==> src/rtl/load_store_unit_pkg.sv <==
// Shared definitions for the load/store unit.
// Holds the MEM-stage request encodings, the RISC-V funct3 width/sign codes,
// the FSM state type and the small decode helpers used by the top level.
package load_store_unit_pkg;

  // MEM-stage request encoding (2'b11 is treated like "none").
  localparam logic [1:0] MEM_OP_NONE  = 2'b00;
  localparam logic [1:0] MEM_OP_LOAD  = 2'b01;
  localparam logic [1:0] MEM_OP_STORE = 2'b10;

  // funct3 width/sign codes shared by loads and stores.
  localparam logic [2:0] F3_B  = 3'b000;
  localparam logic [2:0] F3_H  = 3'b001;
  localparam logic [2:0] F3_W  = 3'b010;
  localparam logic [2:0] F3_BU = 3'b100;
  localparam logic [2:0] F3_HU = 3'b101;

  typedef enum logic [1:0] {
    ST_IDLE   = 2'd0,
    ST_ACCESS = 2'd1,
    ST_DONE   = 2'd2,
    ST_FAULT  = 2'd3
  } lsu_state_e;

  // Stores only exist as SB/SH/SW; loads add the unsigned byte/half forms.
  function automatic logic funct3_legal(input logic is_store, input logic [2:0] f3);
    if (is_store) return f3 inside {F3_B, F3_H, F3_W};
    return f3 inside {F3_B, F3_H, F3_W, F3_BU, F3_HU};
  endfunction

  // Halfwords need addr[0]=0, words need addr[1:0]=0; bytes are always aligned.
  function automatic logic misaligned(input logic [2:0] f3, input logic [1:0] addr_lo);
    case (f3[1:0])
      2'b01:   return addr_lo[0];
      2'b10:   return addr_lo != 2'b00;
      default: return 1'b0;
    endcase
  endfunction

  function automatic logic [3:0] store_strobe(input logic [2:0] f3, input logic [1:0] addr_lo);
    case (f3[1:0])
      2'b00:   return 4'b0001 << addr_lo;
      2'b01:   return 4'b0011 << {addr_lo[1], 1'b0};
      default: return 4'b1111;
    endcase
  endfunction

  // Replicating the data across all lanes lets the strobe alone pick the target bytes.
  function automatic logic [31:0] store_lanes(input logic [2:0] f3, input logic [31:0] d);
    case (f3[1:0])
      2'b00:   return {4{d[7:0]}};
      2'b01:   return {2{d[15:0]}};
      default: return d;
    endcase
  endfunction

endpackage

==> src/rtl/load_store_unit_extend.sv <==
// load_extend: combinational lane select and extension of a read word.
// Ports:
//   funct3  - registered width/sign code of the load
//   addr_lo - registered byte offset addr[1:0]
//   rdata   - word returned by the bus
//   data    - extracted, sign- or zero-extended result
module load_extend
  import load_store_unit_pkg::*;
(
  input  logic [2:0]  funct3,
  input  logic [1:0]  addr_lo,
  input  logic [31:0] rdata,
  output logic [31:0] data
);

  logic [7:0]  byte_sel;
  logic [15:0] half_sel;

  always_comb begin
    // NOTE: every output of a combinational block gets a default first so no
    // path through the case leaves it unassigned, which would infer a latch.
    data     = rdata;
    byte_sel = rdata[{addr_lo, 3'b000} +: 8];
    half_sel = addr_lo[1] ? rdata[31:16] : rdata[15:0];
    case (funct3)
      F3_B:    data = {{24{byte_sel[7]}}, byte_sel};
      F3_BU:   data = {24'b0, byte_sel};
      F3_H:    data = {{16{half_sel[15]}}, half_sel};
      F3_HU:   data = {16'b0, half_sel};
      default: data = rdata;
    endcase
  end

endmodule

==> src/rtl/load_store_unit.sv <==
// load_store_unit: MEM-stage load/store engine for a simple RISC-V pipeline.
// Decodes the MEM-stage request, rejects misaligned/illegal accesses, drives a
// single-outstanding bus access and returns extended load data.
// Ports:
//   clk, rst                    - clock, synchronous active-high reset
//   mem_op, funct3, addr,
//   store_data                  - MEM-stage request
//   stall                       - freezes IF..MEM while an access is in flight
//   load_data, load_valid       - load result and its one-cycle strobe
//   access_err                  - one-cycle strobe for a rejected request
//   fault                       - sticky bus timeout flag
//   bus_req, bus_we, bus_addr,
//   bus_wdata, bus_wstrb        - bus request fields
//   bus_ready, bus_rdata        - bus response
module load_store_unit
  import load_store_unit_pkg::*;
#(
  parameter int unsigned TIMEOUT_CYCLES = 255
) (
  input  logic        clk,
  input  logic        rst,
  input  logic [1:0]  mem_op,
  input  logic [2:0]  funct3,
  input  logic [31:0] addr,
  input  logic [31:0] store_data,
  output logic        stall,
  output logic [31:0] load_data,
  output logic        load_valid,
  output logic        access_err,
  output logic        fault,
  output logic        bus_req,
  output logic        bus_we,
  output logic [31:0] bus_addr,
  output logic [31:0] bus_wdata,
  output logic [3:0]  bus_wstrb,
  input  logic        bus_ready,
  input  logic [31:0] bus_rdata
);

  localparam logic [7:0] TIMEOUT_LIMIT = TIMEOUT_CYCLES[7:0];

  lsu_state_e  state_q, state_d;
  logic        we_q;
  logic [2:0]  funct3_q;
  logic [1:0]  addr_lo_q;
  logic [31:0] bus_addr_q;
  logic [31:0] bus_wdata_q;
  logic [3:0]  wstrb_q;
  logic [7:0]  timeout_q;
  logic [7:0]  timeout_inc;
  logic [31:0] load_data_q;
  logic [31:0] ext_data;

  logic is_load, is_store, req_bad, req_ok;

  assign is_load     = (mem_op == MEM_OP_LOAD);
  assign is_store    = (mem_op == MEM_OP_STORE);
  assign req_bad     = (is_load || is_store) &&
                       (!funct3_legal(is_store, funct3) || misaligned(funct3, addr[1:0]));
  assign req_ok      = (is_load || is_store) && !req_bad;
  assign timeout_inc = timeout_q + 8'd1;

  load_extend u_load_extend (
    .funct3  (funct3_q),
    .addr_lo (addr_lo_q),
    .rdata   (bus_rdata),
    .data    (ext_data)
  );

  always_comb begin
    state_d    = state_q;
    stall      = 1'b0;
    access_err = 1'b0;
    bus_req    = 1'b0;
    load_valid = 1'b0;
    fault      = 1'b0;
    case (state_q)
      ST_IDLE: begin
        // The request decode is suppressed under reset so nothing is flagged
        // or stalled while the unit is being cleared.
        if (!rst) begin
          if (req_ok) begin
            stall   = 1'b1;
            state_d = ST_ACCESS;
          end else if (req_bad) begin
            access_err = 1'b1;
          end
        end
      end
      ST_ACCESS: begin
        bus_req = 1'b1;
        stall   = 1'b1;
        if (bus_ready)                         state_d = ST_DONE;
        else if (timeout_inc == TIMEOUT_LIMIT) state_d = ST_FAULT;
      end
      ST_DONE: begin
        // The stalled instruction is released here; its mem_op is still on
        // the inputs this cycle and must not start a second access.
        load_valid = !we_q;
        state_d    = ST_IDLE;
      end
      ST_FAULT: begin
        fault = 1'b1;
        stall = 1'b1;
      end
      default: state_d = ST_IDLE;
    endcase
  end

  assign bus_we    = we_q && (state_q == ST_ACCESS);
  assign bus_wstrb = (state_q == ST_ACCESS) ? wstrb_q : 4'b0000;
  assign bus_addr  = bus_addr_q;
  assign bus_wdata = bus_wdata_q;
  assign load_data = load_data_q;

  // NOTE: sequential state uses non-blocking assignments so every register
  // samples the pre-edge values regardless of statement order.
  always_ff @(posedge clk) begin
    if (rst) begin
      // NOTE: the datapath registers are reset too, because bus_addr,
      // bus_wdata and load_data are visible outputs that must read 0 after reset.
      state_q     <= ST_IDLE;
      we_q        <= 1'b0;
      funct3_q    <= 3'b000;
      addr_lo_q   <= 2'b00;
      bus_addr_q  <= 32'h0;
      bus_wdata_q <= 32'h0;
      wstrb_q     <= 4'b0000;
      timeout_q   <= 8'd0;
      load_data_q <= 32'h0;
    end else begin
      state_q <= state_d;
      if (state_q == ST_IDLE && req_ok) begin
        we_q        <= is_store;
        funct3_q    <= funct3;
        addr_lo_q   <= addr[1:0];
        bus_addr_q  <= {addr[31:2], 2'b00};
        bus_wdata_q <= is_store ? store_lanes(funct3, store_data) : 32'h0;
        wstrb_q     <= is_store ? store_strobe(funct3, addr[1:0]) : 4'b0000;
        timeout_q   <= 8'd0;
      end
      if (state_q == ST_ACCESS) begin
        if (bus_ready) begin
          timeout_q <= 8'd0;
          if (!we_q) load_data_q <= ext_data;
        end else begin
          timeout_q <= timeout_inc;
        end
      end
    end
  end

endmodule

==> config.mk <==
export PLATFORM = sky130hd
export DESIGN_NAME = load_store_unit
export DESIGN_NICKNAME = d
export VERILOG_FILES = /design/src/rtl/load_store_unit_pkg.sv /design/src/rtl/load_store_unit_extend.sv /design/src/rtl/load_store_unit.sv
export SDC_FILE = /design/constraint.sdc
export NUM_CORES = 1
export LEC_CHECK = 0
export CORE_MARGIN = 3
export CORE_UTILIZATION = 44
export CTS_CLUSTER_DIAMETER = 120
export DETAILED_ROUTE_END_ITERATION = 12
export PLACE_DENSITY = 0.92
export SKIP_CTS_REPAIR_TIMING = 1
export SKIP_LAST_GASP = 1
export SLEW_MARGIN = 40
export SYNTH_ARGS = -nofsm -noshare
export SYNTH_HDL_FRONTEND = slang
export SYNTH_SLANG_ARGS = --single-unit
==> constraint.sdc <==
create_clock -name clk -period 2.71 [get_ports clk]
set_input_delay 0.542 -clock clk [delete_from_list [all_inputs] [get_ports clk]]
set_output_delay 0.542 -clock clk [all_outputs]
set_load 0.02 [all_outputs]
Word-level counts from Yosys, hierarchy flattened --
Cells that the tools add are included.
Storage, ports and cells: register bits 114, input bits 104, output and inout bits 106
Operators by class: shift-type cells 3, reductions and logical operators 21, mux-type cells 28, bitwise operators 1, add/subtract/negate cells 1, eq/ne operators 17
Operators by type and width (count):
- case mux 32 bit (4 select lines) | 1
- case mux 32 bit (2 select lines) | 1
- two-way mux 32 bit | 1
- variable part select 32 x 6 -> 8 bit | 1
- two-way mux 8 bit | 3
- two-way mux 16 bit | 1
- == test 3 bit, second input constant | 4
- two-way mux 1 bit | 12
- adder 8 x 1 -> 8 bit, second input constant | 1
- == test 2 bit, second input constant | 4
- == test 8 bit, second input constant | 1
- two-way mux 4 bit | 2
- case mux 4 bit (2 select lines) | 1
- == test 2 x 1 -> 1 bit, second input constant | 3
- == test 3 x 1 -> 1 bit, second input constant | 2
- logical NOT 3 bit | 2
- two-way mux 2 bit | 3
- case mux 2 bit (3 select lines) | 1
- AND reduction 3 bit | 2
- nonzero test 3 bit | 2
- nonzero test 5 bit | 1
- logical AND 1 bit | 4
- logical NOT 2 bit | 2
- case mux 1 bit (2 select lines) | 2
- 10 further kinds | 14

Longest topological paths before layout --
depth in word-level cells 12, depth in mapped cells 9, depth with buffers taken out 7

Cells and area by module --
From an unflattened synthesis, not the netlist that was laid out.
Unflattened totals: cells, all modules 714, area, all modules 5660.4 um^2
Modules (own cells, without submodules):
- load_store_unit | times used 1, seq. area each 2282.2 um^2, cells an instance 618, area each 4814.6 um^2
- load_extend | times used 1, seq. area each 0.0 um^2, cells an instance 96, area each 845.8 um^2

Worst setup path after synthesis --
OpenSTA, ideal clock, no wires.
path kind input-to-output, from input funct3[1], to output access_err, required time 2.168 ns, path buffers 2, stages on the path 7, path slack 0.005 ns, arrival time 2.163 ns, cell sequence inv_1 > ha_1 > nor2_1 > buf_2 > clkbuf_1 > a22oi_1 > a211oi_1
Between the ends: cells in the longest elaborated chain, start to end 12, elaborated cells on any way between the ends 21, those cells by class 6 x eq/ne; 7 x mux; 8 x reduce/logical
RTL lines:
- start: declaration | line load_store_unit.sv:23 | input logic [2:0] funct3,
- == test 3 x 1 -> 1 bit, or another cell as far along | line load_store_unit_pkg.sv:27, load_store_unit_pkg.sv:28
- nonzero test 3 bit | line load_store_unit_pkg.sv:27 | if (is_store) return f3 inside {F3_B, F3_H, F3_W};
- two-way mux 1 bit | line load_store_unit_pkg.sv:27
- two-way mux 1 bit | line load_store_unit_pkg.sv:28 | return f3 inside {F3_B, F3_H, F3_W, F3_BU, F3_HU};
- logical NOT 1 bit | line load_store_unit.sv:59 | (!funct3_legal(is_store, funct3) || misaligned(funct3, addr[1:0]));
- logical OR 1 bit (*) | line load_store_unit.sv:59
- logical AND 1 bit (*) | line load_store_unit.sv:58 | assign req_bad = (is_load || is_store) &&
- logical NOT 1 bit | line load_store_unit.sv:60 | assign req_ok = (is_load || is_store) && !req_bad;
- logical AND 1 bit | line load_store_unit.sv:60
- two-way mux 1 bit (*) | line load_store_unit.sv:82 | if (req_ok) begin
- two-way mux 1 bit (*) | line load_store_unit.sv:81 | if (!rst) begin
- two-way mux 1 bit (*) | line load_store_unit.sv:77 | case (state_q)
- end: declaration | line load_store_unit.sv:29 | output logic access_err,
Every way passes the cells marked *; elsewhere a longest branch is shown, timed or not. The select of a mux whose other input is x is not followed.

Final worst setup path --
from input funct3[0], to output stall
Between the ends: cells in the longest elaborated chain, start to end 12, elaborated cells on any way between the ends 20, those cells by class 6 x eq/ne; 6 x mux; 8 x reduce/logical
RTL lines:
- == test 3 x 1 -> 1 bit, or another cell as far along | line load_store_unit_pkg.sv:27, load_store_unit_pkg.sv:28
- nonzero test 3 bit | line load_store_unit_pkg.sv:27
- two-way mux 1 bit | line load_store_unit_pkg.sv:27
- two-way mux 1 bit | line load_store_unit_pkg.sv:28
- logical NOT 1 bit | line load_store_unit.sv:59
- logical OR 1 bit (*) | line load_store_unit.sv:59
- logical AND 1 bit (*) | line load_store_unit.sv:58
- logical NOT 1 bit (*) | line load_store_unit.sv:60
- logical AND 1 bit (*) | line load_store_unit.sv:60
- two-way mux 1 bit (*) | line load_store_unit.sv:82
- two-way mux 1 bit (*) | line load_store_unit.sv:81
- case mux 1 bit (2 select lines) (*) | line load_store_unit.sv:77
- end: declaration | line load_store_unit.sv:26 | output logic stall,
Marks and branches as above.

==> reports/results.txt <==
final hold slack -> 0.449 ns
Max VDD drop -> 465 µV
largest net degree at the start of global routing -> 73
min-delay src -> wstrb_q[2]
Area contributors post-synth -> dfxtp_1, nand2_1, a21oi_1
grt ovf -> 0
Worst Hold Depth -> 2
DRT iter0 DRCs -> 557
worst path cell trace -> dlymetal6s2s_1 -> inv_2 -> ha_2 -> o21bai_4 -> a221oi_4 -> nand2_2 -> o21a_1 -> nor2_1 -> buf_4
FF+latch count, synth -> 114
CP Class -> in2out
Antenna Nets Post-Route -> 0
max cap viols -> 0
Syn Inst Count -> 697
Rows -> 40
Worst Hold End -> wstrb_q[2]
R2R depth -> 9
max incr delay on CP -> 0.30 ns
top cells by count, synth -> nand2_1, dfxtp_1, a21oi_1
CP max stage cell -> a221oi_4
PD cells -> 628 mW/mm²
drt pass-1 iters -> 5
Yosys top cell by area -> dfxtp_1
reg2reg setup slack -> 0.56 ns
mapped cell area -> 0.00545 mm²
Initial Util -> 0.452
Via Count -> 5921
Root Buffer -> clkbuf_16
final WL -> 17700 µm
Fin. Hold Viols -> 0
Ys Warns -> 0
worst r2r dst -> wstrb_q[0]
Remaining DRCs -> 0
period utilization -> 0.946
share of cells above drive strength 1 -> 0.113
Nets -> 1007
sequential share of the synthesized area -> 0.419
pin slew with the least headroom to its limit -> 0.753 ns
Finish-stage setup viols -> 0
Port-buffer cells -> 207
Die H -> 117 µm
WL/cell -> 16.5 µm
htree depth -> 4
RSZ-0062 raised after global routing -> no
Layout area overhead -> 52.3%
antenna violations before repair -> 0
DPL Wire Length -> 12000 µm
# diodes -> 0
fill count -> 924
worst-skew pair later-pin latency -> 0.41 ns
Hold Path Class -> reg2reg
GP Congestion -> 0.905
status -> finished, final reports clean
cell with the most instances after synthesis -> nand2_1
Post-Route Skew -> 0.00646 ns
critical path data arrival time -> 2.02 ns
critical path endpoint category -> output pin
die extent in x -> 117 µm
DIE AREA -> 0.0138 mm²
CP top delay family -> compound AO/OA/AOI/OAI gates
vias in the first global route -> 5739
startpoint class of the critical path -> input pin
Design Area, Final -> 0.00830 mm²
Avg Cell Area, Syn -> 7.82 µm²
Core ar. -> 0.0121 mm²
WP buf/inv -> 3
Synth Flop Type -> dfxtp_1
R2R Path Start -> state_q[1]
Tmin final -> 2.56 ns
Leakage -> 2.96 nW
Max-slew headroom -> 0.498
clk sink count -> 114
Synth async-reset ratio -> 0
Post-synth EDFFs -> 0
Ports -> 210
CTS Buffer Depth -> 2
Synth cell types -> 42
first-pass GRT wire length -> 28500 µm
cts bufs inserted -> 17
routed vias/inst -> 5.53
TritonCTS clock tree -> yes
Slew Limit Fails -> 0
gr usage total -> 0.252
Yosys top cell area share -> 0.419
clk slew on worst S/H paths -> 0.05 ns
Placement Cell Area -> 0.00766 mm²
worst-path maximum fanout -> 3
Peak Freq -> 0.390 GHz
Critical Path RT -> 2.17 ns
[routing by layer]
| metal | up-vias | global-route usage | share of wire |
|---|---|---|---|
| li1 | 2797 | - | - |
| met4 | 0 | 0.112 | 0.037 |
| met2 | 316 | 0.426 | 0.49 |
| met3 | 60 | 0.102 | 0.11 |
| met5 | - | 0 | 0 |
| met1 | 2748 | 0.279 | 0.37 |
[sequential cells by signal, indices dropped and copies added, names as in the netlist]
| name | cells |
|---|---|
| we_q | 1 |
| bus_addr | 30 |
| funct3_q | 3 |
| addr_lo_q | 2 |
| state_q | 2 |
| wstrb_q | 4 |
| bus_wdata | 32 |
| timeout_q | 8 |
| load_data | 32 |
[cells in the final DEF (no fill, tap or decap), drive strengths merged, types with 7 or more instances in the layout]
| cell | n |
|---|---|
| nor3 | 19 |
| a21oi | 99 |
| mux2 | 16 |
| inv | 8 |
| clkdlybuf4s50 | 200 |
| nor2 | 42 |
| nand2 | 170 |
| dfxtp | 114 |
| ha | 12 |
| clkbuf | 23 |
| nand3 | 36 |
| a211oi | 18 |
| buf | 25 |
| a31oi | 8 |
| a22oi | 10 |
| o221ai | 7 |
| o21ai | 18 |
| a22o | 8 |
| nand3b | 14 |
[cell families (layout without fill, tap and decap cells)]
logic type      Yosys count  after routing  share of synthesized area
simple gates            300            300                      0.239
compound gates          186            186                      0.216
flops                   114            114                      0.419
buf+inv                  64            269                     0.0555
mux                      17             17                     0.0372
fa+ha+maj                12             12                     0.0275
xor+xnor                  3              3                    0.00482
other cells               1              2                   0.000688
[worst reg2reg max path, stage by stage, from the launching register on]
cell	delay, ns
dfxtp_1	0.41
inv_1	0.11
ha_1	0.24
nand2b_4	0.10
a221oi_4	0.04
nand2_2	0.10
buf_4	0.11
buf_4	0.55
nand2_1	0.23
a21oi_1	0.18
[how the worst max path moves through the flow]
stage / from / to / depth (start not counted)
2_1_floorplan: funct3[1] / access_err / 7
3_3_place_gp: funct3[0] / access_err / 7
3_5_place_dp: funct3[0] / access_err / 7
4_1_cts: funct3[0] / access_err / 7
5_1_grt: state_q[0] / stall / 8
6_report: funct3[0] / stall / 9
[cell type report]
| cell class | count | area, µm² | area share |
|---|---|---|---|
| multi-input combinational | 520 | 2950 | 0.355 |
| tap | 168 | 210 | 0.0253 |
| timing repair buffer | 230 | 2270 | 0.273 |
| inverter | 8 | 30.0 | 0.00362 |
| clock buffer | 22 | 484 | 0.0583 |
| sequential | 114 | 2280 | 0.275 |
| clock inverter | 9 | 81.3 | 0.00979 |
[metrics by stage]
step                instances  total power [mW]  worst slack (ns)   util  TNS, ns
finish                   1071              5.22             0.146  0.688        0
global route             1071              5.42            0.0426  0.688        0
CTS                      1070              5.22            -0.754  0.682    -1.44
detailed placement       1039              3.10            -0.737  0.635   -18.74
global placement         1039              3.07            -0.639  0.635    -8.66
floorplan                 698              2.56           0.00538      -        0
[report_power, final]
group,internal (mW),switching [mW]
Sequential,1.80,0.0761
Clock,1.34,0.774
Combinational,0.553,0.674
Total,3.69,1.52
Power figures use the tool's default switching activity.
